<file path="config.mk">
export PLATFORM = sky130hd
export DESIGN_NAME = encrypt_display_ctrl_flat
export DESIGN_NICKNAME = d
export VERILOG_FILES = /design/src/rtl/encrypt_display_if.sv /design/src/rtl/encrypt_display_ctrl.sv /design/src/flat_wrapper.sv
export SDC_FILE = /design/constraint.sdc
export NUM_CORES = 1
export LEC_CHECK = 0
export BUFFER_PORTS_ARGS = -buffer_cell sky130_fd_sc_hd__buf_2
export CORE_AREA = 2 2 81 83
export CTS_BUF_LIST = sky130_fd_sc_hd__clkbuf_8
export CTS_CLUSTER_DIAMETER = 150
export DETAILED_ROUTE_END_ITERATION = 8
export DIE_AREA = 0 0 83 85
export PLACE_DENSITY = 0.74
export SYNTH_ARGS = -nofsm -noshare
export SYNTH_HDL_FRONTEND = slang
export SYNTH_SLANG_ARGS = --single-unit
export TNS_END_PERCENT = 20
</file>
<file path="constraint.sdc">
create_clock -name clk -period 2.5 [get_ports clk]
set_input_delay 0.125 -clock clk [delete_from_list [all_inputs] [get_ports clk]]
set_output_delay 0.125 -clock clk [all_outputs]
set_load 0.02 [all_outputs]
</file>
<file path="src/rtl/encrypt_display_if.sv">
// encrypt_display_if: control and decoder-facing signals of the encrypt display controller.
interface encrypt_display_if;
    logic        clear;
    logic        load;
    logic [15:0] code_in;
    logic        reveal_req;
    logic [1:0]  reveal_sel;
    logic [3:0]  digit0;
    logic [3:0]  digit1;
    logic [3:0]  digit2;
    logic [3:0]  digit3;
    logic [3:0]  encrypt_on;
    logic [2:0]  reveals_left;
    logic [1:0]  state_o;
    logic        load_err;
    logic        reveal_deny;
    modport master (
        output clear, load, code_in, reveal_req, reveal_sel,
        input  digit0, digit1, digit2, digit3, encrypt_on, reveals_left, state_o, load_err, reveal_deny
    );
    modport slave (
        input  clear, load, code_in, reveal_req, reveal_sel,
        output digit0, digit1, digit2, digit3, encrypt_on, reveals_left, state_o, load_err, reveal_deny
    );
endinterface

</file>
<file path="src/rtl/encrypt_display_ctrl.sv">
// encrypt_display_ctrl: holds a 4-digit BCD code and sequences plain show, full encryption
// and a limited number of timed single-digit reveals for four seven-segment decoders.
module encrypt_display_ctrl #(
    parameter int SHOW_CYCLES   = 50_000_000,
    parameter int REVEAL_CYCLES = 25_000_000,
    parameter int MAX_REVEALS   = 3,
    parameter int TIMER_W       = 26
) (
    input logic              clk,
    input logic              rst,
    encrypt_display_if.slave bus
);
    typedef enum logic [1:0] {IDLE = 2'b00, SHOW = 2'b01, HIDDEN = 2'b10, REVEAL = 2'b11} state_t;
    state_t st, st_nx;
    logic [15:0] code, code_nx;
    logic [3:0] enc, enc_nx;
    logic [2:0] left, left_nx;
    logic [TIMER_W-1:0] tmr, tmr_nx;
    logic err, err_nx, deny, deny_nx, valid, expire, timed;
    assign valid = bus.code_in[3:0] <= 4'd9 && bus.code_in[7:4] <= 4'd9 &&
                   bus.code_in[11:8] <= 4'd9 && bus.code_in[15:12] <= 4'd9;
    assign expire = tmr == '0;
    assign timed = st == SHOW || st == REVEAL;
    always_ff @(posedge clk or negedge rst) begin
        if (!rst) begin
            st <= IDLE;
            code <= '0;
            enc <= '0;
            left <= 3'(MAX_REVEALS);
            tmr <= '0;
            err <= 1'b0;
            deny <= 1'b0;
        end else begin
            st <= st_nx;
            code <= code_nx;
            enc <= enc_nx;
            left <= left_nx;
            tmr <= tmr_nx;
            err <= err_nx;
            deny <= deny_nx;
        end
    end
    always_comb begin
        st_nx = st;
        if (bus.clear) st_nx = IDLE;
        else if (bus.load) st_nx = valid ? SHOW : st;
        else if (st == HIDDEN && bus.reveal_req && left != '0) st_nx = REVEAL;
        else if (timed && expire) st_nx = HIDDEN;
    end
    // A rejected load consumes the cycle: nothing else advances, including the timer.
    always_comb begin
        code_nx = code;
        enc_nx = enc;
        left_nx = left;
        tmr_nx = tmr;
        err_nx = 1'b0;
        deny_nx = 1'b0;
        if (bus.clear) begin
            code_nx = '0;
            enc_nx = '0;
            left_nx = 3'(MAX_REVEALS);
            tmr_nx = '0;
        end else if (bus.load) begin
            err_nx = !valid;
            code_nx = valid ? bus.code_in : code;
            enc_nx = valid ? 4'b0000 : enc;
            left_nx = valid ? 3'(MAX_REVEALS) : left;
            tmr_nx = valid ? TIMER_W'(SHOW_CYCLES - 1) : tmr;
        end else if (st == HIDDEN && bus.reveal_req) begin
            deny_nx = left == '0;
            enc_nx = left != '0 ? ~(4'b0001 << bus.reveal_sel) : enc;
            left_nx = left != '0 ? left - 3'd1 : left;
            tmr_nx = left != '0 ? TIMER_W'(REVEAL_CYCLES - 1) : tmr;
        end else if (timed) begin
            enc_nx = expire ? 4'b1111 : enc;
            tmr_nx = expire ? '0 : tmr - 1'b1;
        end
    end
    assign bus.digit0 = code[3:0];
    assign bus.digit1 = code[7:4];
    assign bus.digit2 = code[11:8];
    assign bus.digit3 = code[15:12];
    assign bus.encrypt_on = enc;
    assign bus.reveals_left = left;
    assign bus.state_o = st;
    assign bus.load_err = err;
    assign bus.reveal_deny = deny;
endmodule

</file>
<file path="src/flat_wrapper.sv">
// flat-port wrapper written by rule: the top's interface ports become plain ports
module encrypt_display_ctrl_flat 
#(
    parameter int SHOW_CYCLES   = 50_000_000,
    parameter int REVEAL_CYCLES = 25_000_000,
    parameter int MAX_REVEALS   = 3,
    parameter int TIMER_W       = 26
)
  (clk, rst, bus_clear, bus_load, bus_code_in, bus_reveal_req, bus_reveal_sel, bus_digit0, bus_digit1, bus_digit2, bus_digit3, bus_encrypt_on, bus_reveals_left, bus_state_o, bus_load_err, bus_reveal_deny);
  encrypt_display_if bus_i ();
  input logic clk;
  input logic rst;
  input wire logic [$bits(bus_i.clear)-1:0] bus_clear;
  input wire logic [$bits(bus_i.load)-1:0] bus_load;
  input wire logic [$bits(bus_i.code_in)-1:0] bus_code_in;
  input wire logic [$bits(bus_i.reveal_req)-1:0] bus_reveal_req;
  input wire logic [$bits(bus_i.reveal_sel)-1:0] bus_reveal_sel;
  output wire logic [$bits(bus_i.digit0)-1:0] bus_digit0;
  output wire logic [$bits(bus_i.digit1)-1:0] bus_digit1;
  output wire logic [$bits(bus_i.digit2)-1:0] bus_digit2;
  output wire logic [$bits(bus_i.digit3)-1:0] bus_digit3;
  output wire logic [$bits(bus_i.encrypt_on)-1:0] bus_encrypt_on;
  output wire logic [$bits(bus_i.reveals_left)-1:0] bus_reveals_left;
  output wire logic [$bits(bus_i.state_o)-1:0] bus_state_o;
  output wire logic [$bits(bus_i.load_err)-1:0] bus_load_err;
  output wire logic [$bits(bus_i.reveal_deny)-1:0] bus_reveal_deny;
  assign bus_i.clear = bus_clear;
  assign bus_i.load = bus_load;
  assign bus_i.code_in = bus_code_in;
  assign bus_i.reveal_req = bus_reveal_req;
  assign bus_i.reveal_sel = bus_reveal_sel;
  assign bus_digit0 = bus_i.digit0;
  assign bus_digit1 = bus_i.digit1;
  assign bus_digit2 = bus_i.digit2;
  assign bus_digit3 = bus_i.digit3;
  assign bus_encrypt_on = bus_i.encrypt_on;
  assign bus_reveals_left = bus_i.reveals_left;
  assign bus_state_o = bus_i.state_o;
  assign bus_load_err = bus_i.load_err;
  assign bus_reveal_deny = bus_i.reveal_deny;
  encrypt_display_ctrl #(.SHOW_CYCLES(SHOW_CYCLES), .REVEAL_CYCLES(REVEAL_CYCLES), .MAX_REVEALS(MAX_REVEALS), .TIMER_W(TIMER_W)) u_core (.clk(clk), .rst(rst), .bus(bus_i));
endmodule
</file>
# After elaboration in Yosys (flattened, before gate mapping)
# Index checks and enable logic that the tools add are counted.
dict set report totals {
  rom_bits 0
  reg_bits 53
  ramBits 0
  latchBits 0
  inputBits 23
  word_cells 75
  memories 0
  output_inout_bits 27
}
dict set report classes {
  n_shift 1
  eq_ne 5
  bitwise_logic 1
  mux 32
  magnitude_cmp 4
  n_reduce_logical 23
  div 0
  mul 0
  n_addsub 2
}
# op n
set ops {}
lappend ops {{26-bit 2-to-1 mux} 7}
lappend ops {{16-bit 2-to-1 mux} 3}
lappend ops {{4-bit 2-to-1 mux} 7}
lappend ops {{26-bit zero test} 1}
lappend ops {{26-bit by 1-bit subtractor with 26-bit output (second input constant)} 1}
lappend ops {{4-bit less-or-equal comparator (second input constant)} 4}
lappend ops {{3-bit 2-to-1 mux} 5}
lappend ops {{4-bit nonzero test} 3}
lappend ops {{2-bit 2-to-1 mux} 5}
lappend ops {{3-bit nonzero test} 3}
lappend ops {{1-bit logical AND} 6}
lappend ops {{3-bit AND reduction} 2}
lappend ops {{1-bit 2-to-1 mux} 5}
lappend ops {{2-bit == test (second input constant)} 2}
lappend ops {{4-bit != test (second input constant)} 1}
lappend ops {{4-bit inverter} 1}
lappend ops {{2-bit AND reduction} 2}
lappend ops {{4-bit AND reduction} 1}
lappend ops {{2-bit nonzero test} 2}
lappend ops {{1-bit by 2-bit << shifter with 4-bit output (first input constant)} 1}
lappend ops {{3-bit zero test} 1}
lappend ops {{3-bit by 2-bit != test with 1-bit output (second input constant)} 1}
lappend ops {{3-bit by 1-bit subtractor with 3-bit output (second input constant)} 1}
lappend ops {{2-bit by 1-bit == test with 1-bit output (second input constant)} 1}
lappend ops {{2 further kinds} 2}

# Depth between registers and ports, before layout
# Gate-level depths: netlist of run 1.
dict set report depth {
  depth_word 7
  depth_mapped 11
  ltp_nobuf 8
}

# Worst setup path before layout of run 1
# Ideal clock, no wire load.
dict set report synth_path {
  path_kind {register to register}
  startpoint {reg u_core.left[0] (netlist: u_core.bus.reveals_left[0])}
  endpoint {reg u_core.tmr[20]}
  t_required_ps 2378
  path_buffers 1
  stages_incl_launch_ff 9
  arrival_ps 2195
  synth_period_minus_slack_ps 2316
  setup_slack_ps 184
  setup_ps 122
  path_cell_list {dfstp_2 inv_1 ha_1 nand2b_1 a311oi_1 or2_1 buf_2 or4_1 a32o_1}
}
dict set report synth_via {
  elab_chain_len 3
}
# element line_no
set synth_rtl {}
lappend synth_rtl {{start: declaration} encrypt_display_ctrl.sv:17} ;# logic [2:0] left, left_nx;
lappend synth_rtl {{start signal: assignment} encrypt_display_ctrl.sv:29} ;# left <= 3'(MAX_REVEALS);
lappend synth_rtl {{start signal: assignment} encrypt_display_ctrl.sv:37} ;# left <= left_nx;
lappend synth_rtl {{3-bit nonzero test} encrypt_display_ctrl.sv:73} ;# tmr_nx = left != '0 ? TIMER_W'(REVEAL_CYCLES - 1) : tmr;
lappend synth_rtl {{4-bit != test (no line)} --}
lappend synth_rtl {{3-bit AND reduction (no line)} --}
lappend synth_rtl {{end signal: assignment} encrypt_display_ctrl.sv:38} ;# tmr <= tmr_nx;
lappend synth_rtl {{end: declaration} encrypt_display_ctrl.sv:18} ;# logic [TIMER_W-1:0] tmr, tmr_nx;
# No other way between the ends.
# A chain may end at the register's enable or synchronous reset.

# Worst setup path in the final report of run 1
# Ends and elaborated chain as after synthesis.

==> qor.yml, run 1 <==
highest_layer: "met4"
critPathCaptureType: "flop"
tightest_slew_ps: 633
critPathKind: "reg -> reg"
htreeDepth: 2
crit_path_start_kind: "flop"
p_per_area_mw_per_mm2: 591
dr.pass1.iters: 4
holdWs_ps: 53.0
dieArea_mm2: 0.00706
met2_length_mm: 3.52
power_switching_mw: 0.682
synth_enable_flop_cells: 0
drt-vias-per-instance: 5.96
power_frac_clock: 0.246
synthCells: 309
core_region_area_mm2: 0.00620
start_util: 0.466
cts_num_sinks: 53
slew_violations: 0
hold_class: "in -> reg"
clock_latency_ps: 310
outcome: "finished clean"
grt-ovfl-total: 0
cp.required_ps: 2700
fin_skew_ps: 18.3
internal_power_mw: 1.32
dpl_cell_area_mm2: 0.00328
grt_pass1_wl_mm: 12.6
port_buffers: 49
grt_pass1_vias: 2565
synth_warnings: 0
cts.path.max_buffers: 2
area_growth_pct: 17.1
swShare: 0.341
gp_congestion: 0.954
ios: 50
clkTransAtPathRegs_ps: 110
antenna_found_initial: 0
vdd_drop_max_uv: 385
syn-num-nets: 335
finalSetupViolCount: 0
diodes: 0
yosysTopAreaCell: "dfrtp_1"
drt-initial-drc-count: 182
layout.nets: 392
path_max_fanout: 8
synth_area_mm2: 0.00289
fin_area_mm2: 0.00339
ys_async_sr_fraction: 1.00
p_leak_nw: 1.55
yosys-top-cells-area: "dfrtp_1 44%, mux2i_1 5.9%, nor2_1 4.5%, o21ai_1 3.8%, nor3_1 2.8%"
dpl.hpwl_mm: 5.35
seqPwrFrac: 0.493
vias: 2648
relSlewSlack: 0.578
ant_nets: 0
clock-root-buffer: "clkbuf_8"
period_minus_slack_ps: 2400
drc: 0
avgSynthCellArea_um2: 9.36
met1Wirelength_mm: 3.42
drv_cap: 0
rows: 29
drive_above_1_share: 0.259
tns_ps: 0
yosysTopAreaCellShare: 0.441
final_common_cell: "dfrtp_1"
die_h_um: 85
ys.flop_type: "dfrtp_1"
fillCellCount: 563
grt_max_degree: 28
grt_usage: 0.217
postCtsSetupBuffers: 0
layout_common_cells: "51 x dfrtp_1, 49 x buf_2, 33 x nor2_1, 22 x o21ai_1, 19 x nand2_1"
tritoncts: "done"
arrival_ps: 2590
die_w_um: 83
ys_types: 64
drt_wl_total_mm: 7.40
numCtsBuffers: 5
max_freq_mhz: 417
yosys_register_bits: 53
pwr-share-comb: 0.261
rsz0062_at_grt: "true"
wire_per_inst_um: 16.7
min_period_over_period: 0.959
seq_area_frac_synth: 0.460
met3_length_um: 300
hold_violations: 0
## critical path, cell delays in order (launching register included)
cell and delay (ps):
dfstp_2 560, inv_1 60, ha_1 180, nand2b_1 150, a311oi_1 200, or2_1 350, or4_1 520, a32o_1 270
## routing by layer
metal	GRT usage	vias up
met5	0	-
met4	0.0745	0
met3	0.0292	15
met2	0.349	87
met1	0.304	1292
li1	-	1254
## final timing paths
path | startpoint | to | slack (ps) | cells after the start
max | u_core.bus.reveals_left[0]$_DFFE_PN1P_ | u_core.tmr[20]$_DFFE_PN0P_ | 100 | 7
max reg2reg | u_core.bus.reveals_left[0]$_DFFE_PN1P_ | u_core.tmr[20]$_DFFE_PN0P_ | 100 | 7
min reg2reg | u_core.bus.encrypt_on[2]$_DFFE_PN0P_ | u_core.bus.encrypt_on[2]$_DFFE_PN0P_ | 490 | 2
min | bus_code_in[8] | u_core.code[8]$_DFFE_PN0P_ | 50 | 3
min in group asynchronous | rst | u_core.code[10]$_DFFE_PN0P_ | 370 | 2
max in group asynchronous | rst | u_core.bus.reveals_left[1]$_DFFE_PN1P_ | 1380 | 3
## power by group through the flow
stage / Combinational [mW] / Clock [mW] / Sequential (mW)
2_1_floorplan: 0.333 / 0 / 1.00
3_3_place_gp: 0.502 / 0 / 0.997
3_5_place_dp: 0.511 / 0 / 0.999
4_1_cts: 0.515 / 0.498 / 0.983
5_1_grt: 0.579 / 0.533 / 0.993
6_report: 0.522 / 0.493 / 0.986
## synthesized netlist by cell type (3+ instances only)
| cell | number |
|---|---|
| a21oi_1 | 15 |
| a22o_1 | 5 |
| a31oi_1 | 4 |
| a32o_1 | 3 |
| buf_1 | 3 |
| clkbuf_1 | 7 |
| dfrtp_1 | 51 |
| ha_1 | 3 |
| inv_1 | 12 |
| mux2i_1 | 17 |
| nand2_1 | 20 |
| nand2b_1 | 4 |
| nand3_1 | 6 |
| nand4_1 | 3 |
| nor2_1 | 35 |
| nor3_1 | 16 |
| nor4_1 | 5 |
| o21ai_0 | 15 |
| o21ai_1 | 22 |
| o31ai_1 | 4 |
| o41ai_1 | 4 |
| or2_2 | 3 |
| or4_4 | 3 |
## metrics by stage
step	total power [mW]	setup WS, ps	cells	utilization
after floorplan	1.34	184	309	-
after global placement	1.50	237	435	0.528
after detailed placement	1.51	130	435	0.528
after CTS	2.00	81.1	444	0.544
after global routing	2.11	-4.98	444	0.546
final	2.00	103	444	0.546
## cell families (layout without fill, tap and decap cells)
group / after synthesis / after routing / share of synthesized area
AND/OR/NAND/NOR: 117 / 117 / 0.222
AO/OA/AOI/OAI: 91 / 91 / 0.203
flip-flops: 53 / 53 / 0.460
buffers and inverters: 27 / 85 / 0.0402
multiplexers: 17 / 17 / 0.0588
adder cells (fa/ha/maj): 3 / 3 / 0.0130
XOR/XNOR: 1 / 1 / 0.00303
## cell type report
cell class / instances / area (µm²) / share of cell area
Clock buffer: 5 / 68.8 / 0.0203
Clock inverter: 3 / 20.0 / 0.00591
Inverter: 12 / 45.0 / 0.0133
Multi-Input combinational cell: 229 / 1460 / 0.431
Sequential cell: 53 / 1330 / 0.392
Tap cell: 77 / 96.3 / 0.0285
Timing Repair Buffer: 65 / 368 / 0.109
## sequential cells by signal, indices dropped and copies added, names as in the netlist
signal	cells
u_core.bus.encrypt_on	4
u_core.bus.load_err	1
u_core.bus.reveal_deny	1
u_core.bus.reveals_left	3
u_core.bus.state_o	2
u_core.code	16
u_core.tmr	26
## repair_timing
| item | 4_1_cts | 5_1_grt |
|---|---|---|
| endpoints found under the setup margin | 0 | 13 |
| hold endpoints to repair | 24 | 0 |
| hold buffers | 1 | 0 |
| resized for setup | 0 | 3 |
Power figures use the tool's default switching activity.
==> run 2: changes to the inputs <==
--- a/config.mk
+++ b/config.mk
@@ -6,12 +6,14 @@
 export NUM_CORES = 1
 export LEC_CHECK = 0
 export BUFFER_PORTS_ARGS = -buffer_cell sky130_fd_sc_hd__buf_2
-export CORE_AREA = 2 2 81 83
-export CTS_BUF_LIST = sky130_fd_sc_hd__clkbuf_8
+export CELL_PAD_IN_SITES_DETAIL_PLACEMENT = 0
+export CELL_PAD_IN_SITES_GLOBAL_PLACEMENT = 2
+export CORE_AREA = 2 2 96 98
+export CTS_BUF_LIST = sky130_fd_sc_hd__clkbuf_16
 export CTS_CLUSTER_DIAMETER = 150
 export DETAILED_ROUTE_END_ITERATION = 8
-export DIE_AREA = 0 0 83 85
-export PLACE_DENSITY = 0.74
+export DIE_AREA = 0 0 98 100
+export PLACE_DENSITY = 0.82
 export SYNTH_ARGS = -nofsm -noshare
 export SYNTH_HDL_FRONTEND = slang
 export SYNTH_SLANG_ARGS = --single-unit
==> run 2 against run 1 <==
Net effect: worst hold slack better by 22 ps; total power up 18%; first-iteration DRC count up 14%; critical path depth down 1; largest power group unchanged.
==> qor.yml, run 2 (synthesized netlist as in run 1, its figures left out) <==
outcome: "finished clean"
clock_latency_ps: 300  # about the same
tightest_slew_ps: 869  # +236 ps
relSlewSlack: 0.419  # -0.159
final_common_cell: "dfrtp_1"
drt_wl_total_mm: 8.03  # +8.6%
rrSetupSlack_ps: 190  # +80 ps
drive_above_1_share: 0.259  # +0.000604
fin_ws_ps: 185  # +81.6 ps
power.total_mw: 2.35  # +18%
grt-ovfl-total: 0  # unchanged
dpl_cell_area_mm2: 0.00335  # +2.4%
clock-root-buffer: "clkbuf_16"
reg2reg_depth: 6  # -1
tns_ps: 0  # unchanged
numCtsBuffers: 5  # unchanged
fillCellCount: 889  # +58%
vias: 2579  # -2.6%
finalSetupViolCount: 0  # unchanged
layout_common_cells: "51 x dfrtp_1, 49 x buf_2, 34 x nor2_1, 22 x o21ai_1, 20 x nand2_1"
critPathKind: "reg -> reg"
min_period_over_period: 0.926  # -0.0326
drt-initial-drc-count: 208  # +14%
dieArea_mm2: 0.00980  # +39%
holdWs_ps: 75.2  # +22.2 ps
cp_top_family: "simple AND/OR/NAND/NOR gates"
grt_max_degree: 54  # +93%
critPathCaptureType: "flop"
rsz0062_at_grt: "false"
ant_nets: 0  # unchanged
grt_usage: 0.166  # -0.0508
crit_path_start: "u_core.tmr[22]$_DFFE_PN0P_"
max_freq_mhz: 432  # +3.5%
die_w_um: 98  # +18%
htreeDepth: 2  # unchanged
gp_congestion: 0.846  # -11%
dr.pass1.iters: 4  # unchanged
largest_register_ff_count: 26  # unchanged
min_to: "u_core.code[4]$_DFFE_PN0P_"
arrival_ps: 2500  # -90 ps
clkTransAtPathRegs_ps: 70  # -40 ps
cts_num_sinks: 53  # unchanged
period_minus_slack_ps: 2310  # -81.6 ps
internal_power_mw: 1.61  # +22%
hold_class: "in -> reg"
slew_violations: 0  # unchanged
port_buffers: 49  # unchanged
rr_startpoint: "u_core.tmr[22]$_DFFE_PN0P_"
dpl.hpwl_mm: 5.72  # +6.9%
cts.path.max_buffers: 2  # unchanged
tritoncts: "done"
cp.required_ps: 2680  # -20 ps
crit_path_start_kind: "flop"
whs_path_depth: 3  # unchanged
pre_cts_slack_ps: 208  # +77.8 ps
slowest_delay_ps: 550  # about the same
rows: 35  # +21%
vdd_drop_max_uv: 339  # -12%
hold_violations: 0  # unchanged
seqPwrFrac: 0.417  # -0.076
crit_chain: "or4_4 > nor2_2 > and4_1 > buf_4 > o41ai_1 > a22o_1"
drt-vias-per-instance: 5.36  # -10%
die_h_um: 100  # +18%
top_register: "u_core.tmr"
antenna_found_initial: 0  # unchanged
grt_pass1_vias: 2569  # +0.16%
layout.nets: 395  # +0.77%
slowest_stage: "or4_4"
p_leak_nw: 1.60  # +3.8%
hold_start: "bus_code_in[4]"
area_growth_pct: 22.4
drc: 0  # unchanged
ios: 50  # unchanged
grt_pass1_wl_mm: 13.1  # +3.7%
fin_area_mm2: 0.00354  # +4.5%
r2r-end: "u_core.tmr[21]$_DFFE_PN0P_"
p_per_area_mw_per_mm2: 665  # +13%
fin_skew_ps: 11.3  # -7.06 ps
critPathBufInv: 1  # unchanged
power_switching_mw: 0.740  # +8.5%
core_region_area_mm2: 0.00889  # +43%
pwr-share-comb: 0.230  # -0.031
drv_cap: 0  # unchanged
start_util: 0.325  # -0.141
wire_per_inst_um: 16.7  # +0.24%
diodes: 0  # unchanged
power_frac_clock: 0.353  # +0.107
swShare: 0.314  # -0.0267
path_max_fanout: 8  # unchanged
[run 2: power by group through the flow]
stage / Combinational [mW] / Clock (mW) / Sequential [mW]
6_report: 0.540 / 0.831 / 0.982
5_1_grt: 0.597 / 0.873 / 0.990
4_1_cts: 0.541 / 0.845 / 0.981
3_5_place_dp: 0.538 / 0 / 0.997
3_3_place_gp: 0.535 / 0 / 0.995
2_1_floorplan: 0.333 / 0 / 1.00
[run 2: final cells by class]
class / count / area [µm²] / area share
clock inverter: 3 / 50.0 / 0.0141
tap: 111 / 139 / 0.0392
sequential: 53 / 1330 / 0.375
multi-input combinational: 229 / 1450 / 0.409
timing repair buffer: 68 / 403 / 0.114
clock buffer: 5 / 125 / 0.0353
inverter: 12 / 45.0 / 0.0127
[run 2: worst max-delay path by stage]
stage / endpoint / slack [ps] / cells past startpoint
after floorplan: u_core.tmr[20]$_DFFE_PN0P_ / 180 / 8
final: u_core.tmr[21]$_DFFE_PN0P_ / 190 / 6
after global placement: u_core.tmr[21]$_DFFE_PN0P_ / 210 / 8
after detailed placement: u_core.tmr[21]$_DFFE_PN0P_ / 210 / 8
after global routing: u_core.tmr[15]$_DFFE_PN0P_ / 50 / 9
after CTS: u_core.tmr[21]$_DFFE_PN0P_ / 190 / 8
[run 2: timing repair]
item                                   in CTS  in global routing
hold buffers                                1                  0
endpoints found under the hold margin      51                  0
buffers inserted                            0                  0
resized for setup                           0                  0
setup endpoints to repair                   0                  0
[run 2: layer usage]
metal  up-vias  routed length [µm]  GRT usage
li1       1268                   -          -
met1      1238                3850      0.232
met2        65                3790      0.272
met3         8                 296     0.0237
met4         0                  99     0.0449
met5         -                   0          0
[run 2: worst reg2reg max path, delay by kind of cell, from the launching register on]
family	cells	cell delay (ps)
buffers and inverters	1	240
flip-flops	1	440
AND/OR/NAND/NOR	3	1180
AO/OA/AOI/OAI	2	340
[run 2: metrics by stage]
step           cells   util
6_report         481  0.398
5_1_grt          481  0.398
4_1_cts          481  0.398
3_5_place_dp     472  0.377
3_3_place_gp     472  0.377
2_1_floorplan    309      -
==> run 3: changes to the inputs <==
--- a/config.mk
+++ b/config.mk
@@ -14,6 +14,7 @@
 export DETAILED_ROUTE_END_ITERATION = 8
 export DIE_AREA = 0 0 98 100
 export PLACE_DENSITY = 0.82
+export RECOVER_POWER = 50
 export SYNTH_ARGS = -nofsm -noshare
 export SYNTH_HDL_FRONTEND = slang
 export SYNTH_SLANG_ARGS = --single-unit
==> run 3 against run 2 <==
Net effect: die area unchanged; combinational power shrank 1%; sequential share of layout area increased by 0.33 points; routed wire length shrank 0.45%; global-route usage did not move; critical endpoint unchanged; largest cell class unchanged; largest power group unchanged.
==> qor.yml, run 3 (synthesized netlist as in run 1, its figures left out) <==
vdd_drop_max_uv: 329  # -2.7%
pwr-share-comb: 0.228  # -0.002
period_minus_slack_ps: 2310  # -2.15 ps
fillCellCount: 896  # +0.79%
grt_pass1_vias: 2569  # unchanged
drv_cap: 0  # unchanged
hold_class: "in -> reg"
ctsResizeCount: 0  # unchanged
area_growth_pct: 21.3
layout.nets: 395  # unchanged
core_region_area_mm2: 0.00889  # unchanged
finalSetupViolCount: 0  # unchanged
numCtsBuffers: 5  # unchanged
largest_register_ff_count: 26  # unchanged
critPathKind: "reg -> reg"
multi_input_area_mm2: 0.00145  # unchanged
swShare: 0.314  # -0.000415
crit_path_start: "u_core.tmr[0]$_DFFE_PN0P_"
seqPwrFrac: 0.419  # +0.002
drt-vias-per-instance: 5.40  # +0.78%
grt_max_degree: 54  # unchanged
hold_start: "bus_code_in[8]"
ant_nets: 0  # unchanged
critPathCaptureType: "flop"
htreeDepth: 2  # unchanged
fin_skew_ps: 11.6  # +0.388 ps
wire_per_inst_um: 16.6  # -0.45%
cp.required_ps: 2680  # about the same
postLayoutCoreUtil: 0.395  # -0.00352
rrSetupSlack_ps: 190  # about the same
drt-initial-drc-count: 218  # +4.8%
power_switching_mw: 0.736  # -0.50%
met1Wirelength_mm: 3.82  # -0.68%
rr_startpoint: "u_core.tmr[0]$_DFFE_PN0P_"
die_w_um: 98  # unchanged
drc: 0  # unchanged
grt_pass1_wl_mm: 13.1  # unchanged
arrival_ps: 2500  # about the same
diodes: 0  # unchanged
dieArea_mm2: 0.00980  # unchanged
tritoncts: "done"
p_leak_nw: 1.55  # -3.6%
tightest_slew_ps: 1360  # +489 ps
gp_congestion: 0.846  # unchanged
clkTransAtPathRegs_ps: 80  # about the same
met3_length_um: 307  # +3.7%
port_buffers: 49  # unchanged
max_freq_mhz: 432  # about the same
slew_violations: 0  # unchanged
internal_power_mw: 1.61  # -0.31%
drive_above_1_share: 0.224  # -0.0351
layout_common_cells: "51 x dfrtp_1, 36 x buf_2, 34 x nor2_1, 22 x o21ai_1, 20 x nand2_1"
outcome: "finished clean"
dr.pass1.iters: 4  # unchanged
highest_layer: "met4"
cts.path.max_buffers: 2  # unchanged
ios: 50  # unchanged
die_h_um: 100  # unchanged
antenna_found_initial: 0  # unchanged
clock_latency_ps: 300  # about the same
regArea_mm2: 0.00133  # unchanged
cts_num_sinks: 53  # unchanged
grt-ovfl-total: 0  # unchanged
final_common_cell: "dfrtp_1"
power_frac_clock: 0.353  # about the same
postCtsSetupBuffers: 0  # unchanged
vias: 2599  # +0.78%
rows: 35  # unchanged
hold_violations: 0  # unchanged
top_register: "u_core.tmr"
path_max_fanout: 8  # unchanged
start_util: 0.325  # unchanged
met2_length_mm: 3.79  # -0.13%
crit_path_start_kind: "flop"
drt_wl_total_mm: 8.00  # -0.45%
dpl.hpwl_mm: 5.72  # unchanged
tns_ps: 0  # unchanged
clock-root-buffer: "clkbuf_16"
grt_usage: 0.166  # unchanged
relSlewSlack: 0.0944  # -0.324
p_per_area_mw_per_mm2: 668  # +0.52%
rsz0062_at_grt: "false"
min_period_over_period: 0.925  # about the same
[run 3: worst max-delay path: stages (launching register included)]
cell and delay [ps]:
dfrtp_1 400, inv_1 100, ha_1 190, nor3b_1 270
and2_0 260, and4_1 390, buf_4 240, o41ai_1 80
a22o_1 260
[run 3: layout make-up]
class,instances,area share
Clock buffer,5,0.0357
Clock inverter,3,0.0143
Inverter,12,0.0128
Multi-Input combinational cell,229,0.413
Sequential cell,53,0.379
Tap cell,111,0.0396
Timing Repair Buffer,68,0.106
[run 3: metrics by stage]
stage | total power, mW | instance area [µm²] | hold slack (ps) | instances | worst slack, ps
global route | 2.45 | 3510 | 93.0 | 481 | 42.6
detailed placement | 1.53 | 3350 | 152 | 472 | 208
finish | 2.34 | 3510 | 76.8 | 481 | 187
floorplan | 1.34 | 2890 | -171 | 309 | 184
global placement | 1.53 | 3350 | 146 | 472 | 209
CTS | 2.37 | 3540 | 77.4 | 481 | 191
[run 3: repair_timing]
action,4_1_cts,5_1_grt
setup endpoints to repair,0,0
endpoints found under the hold margin,51,0
hold buffers,1,0
[run 3: path summary, 6_finish.rpt]
kind / to / cells after the start
max in group asynchronous: u_core.tmr[15]$_DFFE_PN0P_ / 3
min in group asynchronous: u_core.tmr[3]$_DFFE_PN0P_ / 3
worst max-delay path: u_core.tmr[21]$_DFFE_PN0P_ / 8
worst min register to register: u_core.bus.encrypt_on[2]$_DFFE_PN0P_ / 2
worst max register to register: u_core.tmr[21]$_DFFE_PN0P_ / 8
worst min-delay path: u_core.code[8]$_DFFE_PN0P_ / 3
[run 3: routing by layer]
metal	global-route usage	up-vias
met4	0.0449	0
met1	0.232	1257
met5	0	-
met3	0.0237	8
met2	0.272	67
li1	-	1267
[run 3: power by group through the flow]
stage	clock network [mW]	registers (mW)	logic, mW
floorplan	0	1.00	0.333
global placement	0	0.995	0.535
detailed placement	0	0.997	0.538
CTS	0.845	0.981	0.541
global route	0.873	0.991	0.591
finish	0.829	0.982	0.534
